`src/rtl/fetch_unit_pkg.sv`:
```
// Shared definitions for the instruction-fetch stage: defaults, the NOP word,
// FSM state encodings, the IF/ID payload layout and the fetch-fault check.
package fetch_unit_pkg;

  localparam logic [31:0] RESET_PC_DEFAULT = 32'h0000_3000;
  localparam int unsigned IM_AW_DEFAULT    = 10;
  localparam logic [31:0] NOP              = 32'h0000_0000;

  typedef enum logic {
    StRun  = 1'b0,
    StHalt = 1'b1
  } fetchState_e;

  // Everything IF/ID carries besides its valid bit.
  typedef struct packed {
    logic [31:0] instr;
    logic [31:0] pc;
    logic        fault;
  } ifIdPayload_t;

  // Misaligned, below the region base, or at/above base + 4*2^aw.
  // The top bound is formed in 33 bits so a region ending at 2^32 still works.
  function automatic logic fetchFault(input logic [31:0] pc, input logic [31:0] base,
                                      input int unsigned aw);
    logic [32:0] top;
    top = {1'b0, base} + (33'd4 << aw);
    return (pc[1:0] != 2'b00) || (pc < base) || ({1'b0, pc} >= top);
  endfunction

endpackage

```
`src/rtl/fetch_unit_if.sv`:
```
// Instruction-memory read port. The fetch unit is the master: it drives the
// byte offset and the combinational memory returns the word in the same cycle.
interface fetch_unit_if;

  logic [31:0] im_addr;
  logic [31:0] im_data;

  modport master (output im_addr, input im_data);
  modport slave  (input im_addr, output im_data);

endinterface

```
`src/rtl/fetch_unit_if_id_reg.sv`:
```
// Generic pipeline stage register with valid bit, stall (hold) and bubble
// (clear) controls. Bubble overrides stall so a flush lands even while held.
module if_id_reg #(
  parameter int unsigned Width = 32
) (
  input  logic             clk,
  input  logic             reset,
  input  logic             stall,
  input  logic             bubble,
  input  logic             validIn,
  input  logic [Width-1:0] dataIn,
  output logic             validOut,
  output logic [Width-1:0] dataOut
);

  // Priority: reset > bubble > stall > load.
  always_ff @(posedge clk) begin
    if (reset || bubble) begin
      validOut <= 1'b0;
      dataOut  <= '0;
    end else if (!stall) begin
      validOut <= validIn;
      dataOut  <= dataIn;
    end
  end

endmodule

```
`src/rtl/fetch_unit.sv`:
```
// Instruction-fetch stage: owns the PC, drives the instruction memory, detects
// fetch faults, runs the RUN/HALT state machine and feeds the IF/ID register.
module fetch_unit
  import fetch_unit_pkg::*;
#(
  parameter logic [31:0] RESET_PC   = RESET_PC_DEFAULT,
  parameter int unsigned IM_AW      = IM_AW_DEFAULT,
  parameter int unsigned DELAY_SLOT = 1
) (
  input  logic         clk,
  input  logic         reset,
  input  logic         stall,
  input  logic         flush,
  input  logic         redirect_valid,
  input  logic [31:0]  redirect_target,
  fetch_unit_if.master imem,
  output logic [31:0]  pc_out,
  output logic         id_valid,
  output logic [31:0]  id_instr,
  output logic [31:0]  id_pc,
  output logic [31:0]  id_pc8,
  output logic         id_fault,
  output logic [31:0]  fetch_count
);

  logic [31:0]  pcQ;
  logic [31:0]  countQ;
  fetchState_e  stateQ;

  logic         fault;
  logic         bubble;
  logic         loadEntry;
  ifIdPayload_t payloadIn;
  ifIdPayload_t payloadOut;

  // Fault check, bubble decision and the word presented to IF/ID.
  always_comb begin
    fault = fetchFault(pcQ, RESET_PC, IM_AW);
    // Bubble on flush; otherwise only on a non-stalled edge, while halted or
    // when a redirect squashes the word in the shadow of the branch.
    bubble = flush | (~stall & ((stateQ == StHalt) | (redirect_valid & (DELAY_SLOT == 0))));
    loadEntry = ~stall & ~bubble;
    payloadIn.instr = fault ? NOP : imem.im_data;
    payloadIn.pc    = pcQ;
    payloadIn.fault = fault;
  end

  // PC, state and counter. Stall freezes all three; redirect beats sequential.
  // A redirect that coincides with a faulting delay-slot load returns to RUN.
  always_ff @(posedge clk) begin
    if (reset) begin
      pcQ    <= RESET_PC;
      stateQ <= StRun;
      countQ <= 32'd0;
    end else if (!stall) begin
      if (redirect_valid) begin
        pcQ    <= redirect_target;
        stateQ <= StRun;
      end else if (stateQ == StRun) begin
        pcQ <= pcQ + 32'd4;
        if (loadEntry && fault) begin
          stateQ <= StHalt;
        end
      end
      if (loadEntry && !fault) begin
        countQ <= countQ + 32'd1;
      end
    end
  end

  if_id_reg #(
    .Width($bits(ifIdPayload_t))
  ) u_if_id_reg (
    .clk     (clk),
    .reset   (reset),
    .stall   (stall),
    .bubble  (bubble),
    .validIn (1'b1),
    .dataIn  (payloadIn),
    .validOut(id_valid),
    .dataOut (payloadOut)
  );

  // Combinational outputs derived from the PC and the IF/ID contents.
  always_comb begin
    imem.im_addr = pcQ - RESET_PC;
    pc_out       = pcQ;
    id_instr     = payloadOut.instr;
    id_pc        = payloadOut.pc;
    id_fault     = payloadOut.fault;
    id_pc8       = payloadOut.pc + 32'd8;
    fetch_count  = countQ;
  end

endmodule

```
`src/flat_wrapper.sv`:
```
// flat-port wrapper written by rule: the top's interface ports become plain ports
module fetch_unit_flat import fetch_unit_pkg::*;
#(
  parameter logic [31:0] RESET_PC   = RESET_PC_DEFAULT,
  parameter int unsigned IM_AW      = IM_AW_DEFAULT,
  parameter int unsigned DELAY_SLOT = 1
)
  (clk, reset, stall, flush, redirect_valid, redirect_target, pc_out, id_valid, id_instr, id_pc, id_pc8, id_fault, fetch_count, imem_im_addr, imem_im_data);
  fetch_unit_if imem_i ();
  input  logic clk;
  input  logic reset;
  input  logic stall;
  input  logic flush;
  input  logic redirect_valid;
  input  logic [31:0] redirect_target;
  output logic [31:0] pc_out;
  output logic id_valid;
  output logic [31:0] id_instr;
  output logic [31:0] id_pc;
  output logic [31:0] id_pc8;
  output logic id_fault;
  output logic [31:0] fetch_count;
  output wire logic [$bits(imem_i.im_addr)-1:0] imem_im_addr;
  input wire logic [$bits(imem_i.im_data)-1:0] imem_im_data;
  assign imem_im_addr = imem_i.im_addr;
  assign imem_i.im_data = imem_im_data;
  fetch_unit #(.RESET_PC(RESET_PC), .IM_AW(IM_AW), .DELAY_SLOT(DELAY_SLOT)) u_core (.clk(clk), .reset(reset), .stall(stall), .flush(flush), .redirect_valid(redirect_valid), .redirect_target(redirect_target), .imem(imem_i), .pc_out(pc_out), .id_valid(id_valid), .id_instr(id_instr), .id_pc(id_pc), .id_pc8(id_pc8), .id_fault(id_fault), .fetch_count(fetch_count));
endmodule
```
`config.mk`:
```
export PLATFORM = sky130hd
export DESIGN_NAME = fetch_unit_flat
export DESIGN_NICKNAME = d
export VERILOG_FILES = /design/src/rtl/fetch_unit_pkg.sv /design/src/rtl/fetch_unit_if.sv /design/src/rtl/fetch_unit_if_id_reg.sv /design/src/rtl/fetch_unit.sv /design/src/flat_wrapper.sv
export SDC_FILE = /design/constraint.sdc
export NUM_CORES = 1
export LEC_CHECK = 0
export CORE_MARGIN = 5
export CORE_UTILIZATION = 45
export DETAILED_ROUTE_END_ITERATION = 10
export MAX_ROUTING_LAYER = met4
export PLACE_DENSITY = 0.82
export SLEW_MARGIN = 0
export SYNTH_ARGS = -nofsm -noshare
export SYNTH_HDL_FRONTEND = slang
export SYNTH_SLANG_ARGS = --single-unit
```
`constraint.sdc`:
```
create_clock -name clk -period 5 [get_ports clk]
set_input_delay 1.25 -clock clk [delete_from_list [all_inputs] [get_ports clk]]
set_output_delay 1.25 -clock clk [all_outputs]
set_load 0.02 [all_outputs]
```
== Word level (Yosys, flattened, before mapping) ==
Cells that the tools add are included.

* Add/sub/neg operators: 4
* Equal/unequal tests: 1
* Divide/modulo/power cells: 0
* Multiplexer cells: 6
* $lt $le $gt $ge: 2
* Bitwise logic cells: 5
* Reductions and logical operators: 9
* Shift operators: 0
* $mul: 0

{| class="wikitable"
|+ Operators with widths
! cell !! count
|-
| 2-to-1 mux 32 bit || 3
|-
| adder 32 x 1 -> 32 bit, second input constant || 1
|-
| adder 32 x 3 -> 32 bit, second input constant || 1
|-
| adder 32 x 4 -> 32 bit, second input constant || 1
|-
| >= comparator 32 x 15 -> 1 bit, second input constant || 1
|-
| < comparator 32 x 14 -> 1 bit, second input constant || 1
|-
| subtractor 32 x 14 -> 32 bit, second input constant || 1
|-
| AND reduction 2 bit || 2
|-
| logical OR 1 bit || 3
|-
| 2-to-1 mux 1 bit || 3
|-
| AND 1 bit || 2
|-
| logical AND 1 bit || 2
|-
| != test 2 bit, second input constant || 1
|-
| NOT 1 bit || 2
|-
| nonzero test 2 bit || 1
|-
| zero test 1 bit || 1
|-
| OR 1 bit || 1
|}

* Memories kept: 0
* Register bits: 131
* Bits in latches: 0
* Input bits: 69
* ROM bits: 0
* RAM bits: 0
* Output and inout bits: 194

== Logic depth before layout (Yosys ltp) ==
* Word-level depth: 9
* Gate-level depth with buffers: 9
* Gate-level depth less buffers: 7

== Cells and area by module ==
A second synthesis with hierarchy kept.

* Cells, all modules: 905
* Area, all modules: 7,632.3 um2

{| class="wikitable"
|+ By module, submodules not included
! module !! seq. area each (um2) !! area each (um2) !! instances !! cells each
|-
| fetch_unit || 1,301.2 || 5,206.2 || 1 || 691
|-
| if_id_reg || 1,321.3 || 2,426.1 || 1 || 214
|}

== Worst setup path after synthesis ==
Ideal clock, no wire load.

* Path type: reg-to-output
* Start point: reg u_core.u_if_id_reg.dataOut[4]
* End point: out id_pc8[25]
* Stages on the path, launching flop included: 7
* Data arrival time: 2.019 ns
* Required time: 3.750 ns
* Path buffers: 0
* Slack: 1.731 ns
* Cells stage by stage: dfxtp_1 ha_1 nand2_1 or3_1 nor2_1 nand4_1 xnor2_1

* Cells in the longest elaborated chain, start to end: 1

{| class="wikitable"
|+ RTL lines
! item !! line !! RTL
|-
| start: declaration || fetch_unit_if_id_reg.sv:13 || <nowiki>output logic [Width-1:0] dataOut</nowiki>
|-
| start signal: assignment || fetch_unit_if_id_reg.sv:23 || <nowiki>dataOut <= dataIn;</nowiki>
|-
| adder 32 x 4 -> 32 bit || fetch_unit.sv:91 || <nowiki>id_pc8 = payloadOut.pc + 32'd8;</nowiki>
|-
| end: declaration || flat_wrapper.sv:20 || <nowiki>output logic [31:0] id_pc8;</nowiki>
|}

No other way between the ends.

== Worst setup path in the final report ==
* Start point: reg u_core.pcQ[12] (netlist: u_core.pc_out[12])
* End point: out imem_im_addr[30]

* Cells in the longest elaborated chain, start to end: 1

{| class="wikitable"
|+ RTL lines
! item !! line !! RTL
|-
| start: declaration || fetch_unit.sv:26 || <nowiki>logic [31:0] pcQ;</nowiki>
|-
| start signal: assignment || fetch_unit.sv:57 || <nowiki>pcQ <= redirect_target;</nowiki>
|-
| start signal: assignment || fetch_unit.sv:60 || <nowiki>pcQ <= pcQ + 32'd4;</nowiki>
|-
| subtractor 32 x 14 -> 32 bit || fetch_unit.sv:86 || <nowiki>imem.im_addr = pcQ - RESET_PC;</nowiki>
|-
| end: declaration || flat_wrapper.sv:23 || <nowiki>output wire logic [$bits(imem_i.im_addr)-1:0] imem_im_addr;</nowiki>
|}

No other way between the ends.

==> results by group <==
CTS
  • Setup repair bufs after CTS: 0
  • Post-cts repair resize count: 0
  • CTS Buf Count: 17
  • CTS tree: built
  • Total clock sinks: 131
  • Later-pin clock latency in the skew report: 0.42 ns
  • Maximum root-to-sink buffer count: 2
  • Post-cts hold buffer count: 0
  • Htree depth: 4
  • Clk pin slew, worst setup/hold paths: 0.06 ns
  • Root Buffer Master: clkbuf_16

Run
  • MaxCap Viol Count: 0

Place
  • DP HPWL: 17.13 mm
  • Placer Congestion: 0.9002
  • Input/output buffers: 262

Logic synthesis
  • Synth top area cells: dfxtp_1, mux2i_1, nor2_1
  • Top-area cell type share of the netlist area: 35.86%
  • Yosys warns: 0
  • Cell taking the most area after synthesis: dfxtp_1
  • Synth Flop Type: dfxtp_1
  • Syn_area_per_cell: 8.208 um2
  • Gate Count Post-Synth: 891
  • Netlist cell types: 59
  • Asr flop ratio synth: 0%
  • Register area share after synthesis: 35.86%
  • Synth Cell Area: 0.007313 mm2
  • Post-synth EDFFs: 0
  • Post-synth net total: 966
  • Seq cells post-synth: 131

Status
  • Status: complete, no violations

Routing
  • Metal-1 WL: 9.436 mm
  • Detailed Routing Iterations Pass 1: 5
  • Routed vias: 7328
  • Vias/cell: 5.633
  • Final ANT Viol Nets: 0
  • Drc violations: 0
  • Met3 wire length: 2.404 mm
  • WL per Instance: 17.99 um
  • DR top layer: met4
  • Aggregate routed wire length: 23.40 mm
  • Met2 WL: 10.98 mm
  • Initial DRC count: 672

Timing
  • Max Fclk: 232.3 MHz
  • Final hold violation count: 0
  • Max transition margin: 33.59%
  • Setup TNS: 0 ns
  • RSZ-0062 raised after global routing: no
  • Worst hold margin: 0.4506 ns
  • Slew Limit Fails: 0
  • Slew at the pin with the worst max-slew slack: 0.9924 ns
  • Final period demand of the worst path: 4.305 ns
  • Final Setup Violations: 0
  • Fin crit share: 86.11%
  • Skew final: 0.008664 ns

Floorplan
  • Core box area: 0.01594 mm2
  • Row count: 46
  • Die width: 137.5 um
  • DIE AREA: 0.01890 mm2
  • I/O Pins: 263
  • Die H: 137.5 um
  • Starting Density: 45.87%

Setup path
  • CP Cell Sequence: ha_1, nor3_1, and3_2, nand2_1, nor4_1, xor2_1, clkdlybuf4s50_1
  • CP required: 3.75 ns
  • Flop2flop setup slack: 2.33 ns
  • Type of origin of the critical path: register
  • CP peak stage delay: 0.62 ns
  • Slowest CP cell: clkdlybuf4s50_1
  • Crit. End Element: output port
  • CP max FO: 9
  • CP arrival: 3.06 ns
  • Reg2Reg Depth: 7
  • R2r endpoint: u_core.fetch_count[14]
  • Reg2reg start: u_core.pc_out[12]
  • Critical setup path kind: reg -> out

Hold path
  • Min-Delay Path Class: reg -> reg
  • Hold Startpoint: u_core.u_if_id_reg.validOut
  • Hold Path Sink: u_core.u_if_id_reg.validOut
  • Worst Hold Depth: 2

Finish
  • Area grow syn2layout: 40.36%
  • Final Net Count: 1147
  • FILL cells: 1369
  • Share of layout cells above drive strength 1: 7.196%

Global route
  • Total track usage: 24.99%
  • Vias in the first global route: 6876
  • Gr ovfl total: 0
  • First-pass GRT wire length: 36.20 mm
  • Largest net degree at the start of global routing: 67
  • Antenna violations before repair: 1

Pwr
  • Lkg Pwr: 3.835 nW
  • Power density over the cells: 274.1 mW/mm2
  • VDD IR max: 0.2071 mV
==> critical path: cells and delay by family (launching register included) <==
| family | cells | cell delay (ns) |
|---|---|---|
| and+or+nand+nor | 4 | 1.17 |
| buffers and inverters | 1 | 0.62 |
| DFF | 1 | 0.39 |
| adders and majority gates | 1 | 0.29 |
| xor gates and xnor gates | 1 | 0.17 |
==> cells in the mapped netlist (5+ instances only) <==
master and n:
a211oi_1 14, o22ai_1 6, buf_4 47, buf_2 8, nand4_1 29, nor2b_1 17, mux2_2 18, nand2_1 66
buf_1 10, xor2_1 13, nor3_1 17, xnor2_1 31, and4_1 7, or4_1 11, mux2i_1 65, ha_1 6
inv_1 12, dfxtp_1 131, nor4_1 14, a31o_2 5, clkbuf_1 44, nand3_1 38, a22oi_1 6, a21oi_1 34
nor2_1 138, o31ai_1 7, o21ai_0 18, or3_1 10, and3_1 14
==> sequential cells by signal, indices dropped and copies added, names as in the netlist <==
register and count:
u_core.u_if_id_reg.dataOut 65, u_core.fetch_count 32, u_core.pc_out 32, u_core.stateQ 1, u_core.u_if_id_reg.validOut 1
==> metal layers <==
| metal | up-vias | track usage (%) |
|---|---|---|
| li1 | 3489 | - |
| met1 | 3407 | 30.88 |
| met2 | 382 | 39.75 |
| met3 | 50 | 6.538 |
| met4 | 0 | 8.426 |
| met5 | - | - |
==> report_power, final <==
part / internal, W / total (W) / leakage (nW) / switching, W
Clock: 0.000751 / 0.00121 / 0.285 / 0.000457
Sequential: 0.00107 / 0.00113 / 1.06 / 0.0000623
Combinational: 0.000222 / 0.000471 / 2.49 / 0.000248
Total: 0.00205 / 0.00281 / 3.84 / 0.000768
==> stage by stage <==
step	total power, W	cells	setup WS [ns]	util (%)	instance area [um2]
2_1_floorplan	0.001423	891	1.731	-	7313
3_3_place_gp	0.001618	1269	1.207	60.81	9694
3_5_place_dp	0.001624	1269	1.145	60.81	9694
4_1_cts	0.002830	1300	0.6845	64.37	10260
5_1_grt	0.002918	1301	0.4710	64.39	10260
6_report	0.002813	1301	0.6946	64.39	10260
==> cell families after synthesis <==
family / synth area share (%)
buffers and inverters: 8.914
AOI/OAI and AO/OA: 11.38
DFF: 35.86
and+or+nand+nor: 25.89
muxes: 11.67
adders and majority gates: 1.026
xor gates and xnor gates: 5.269
==> cells in the final DEF (no fill, tap or decap), types with 12 or more instances in the layout <==
master,instances
clkdlybuf4s50_1,260
nor2_1,138
dfxtp_1,131
nand2_1,66
mux2i_1,65
nand3_1,38
a21oi_1,34
xnor2_1,31
nand4_1,29
o21ai_0,18
mux2_2,18
nor3_1,17
nor2b_1,17
clkbuf_16,17
and3_1,14
a211oi_1,14
xor2_1,13
nor4_1,12
inv_1,12
==> worst max path at each step <==
stage,from,endpoint,slack (ns)
2_1_floorplan,u_core.u_if_id_reg.dataOut[4],id_pc8[25],1.73
3_3_place_gp,u_core.pc_out[13],imem_im_addr[30],1.21
3_5_place_dp,u_core.pc_out[13],imem_im_addr[30],1.14
4_1_cts,u_core.pc_out[13],imem_im_addr[30],0.68
5_1_grt,u_core.pc_out[13],imem_im_addr[30],0.47
6_report,u_core.pc_out[12],imem_im_addr[30],0.69
==> area by class of cell <==
| type | instances | area [um2] | area share (%) |
|---|---|---|---|
| flip-flops and latches | 131 | 2623 | 25.55 |
| repair buffers | 272 | 2690 | 26.21 |
| inverters | 12 | 45.04 | 0.4388 |
| clock buffers | 20 | 456.7 | 4.449 |
| clock inverters | 11 | 111.4 | 1.085 |
| multi-input cells | 638 | 4066 | 39.61 |
| well taps | 216 | 270.3 | 2.633 |
| diodes | 1 | 2.502 | 0.02438 |
Power figures use the tool's default switching activity.
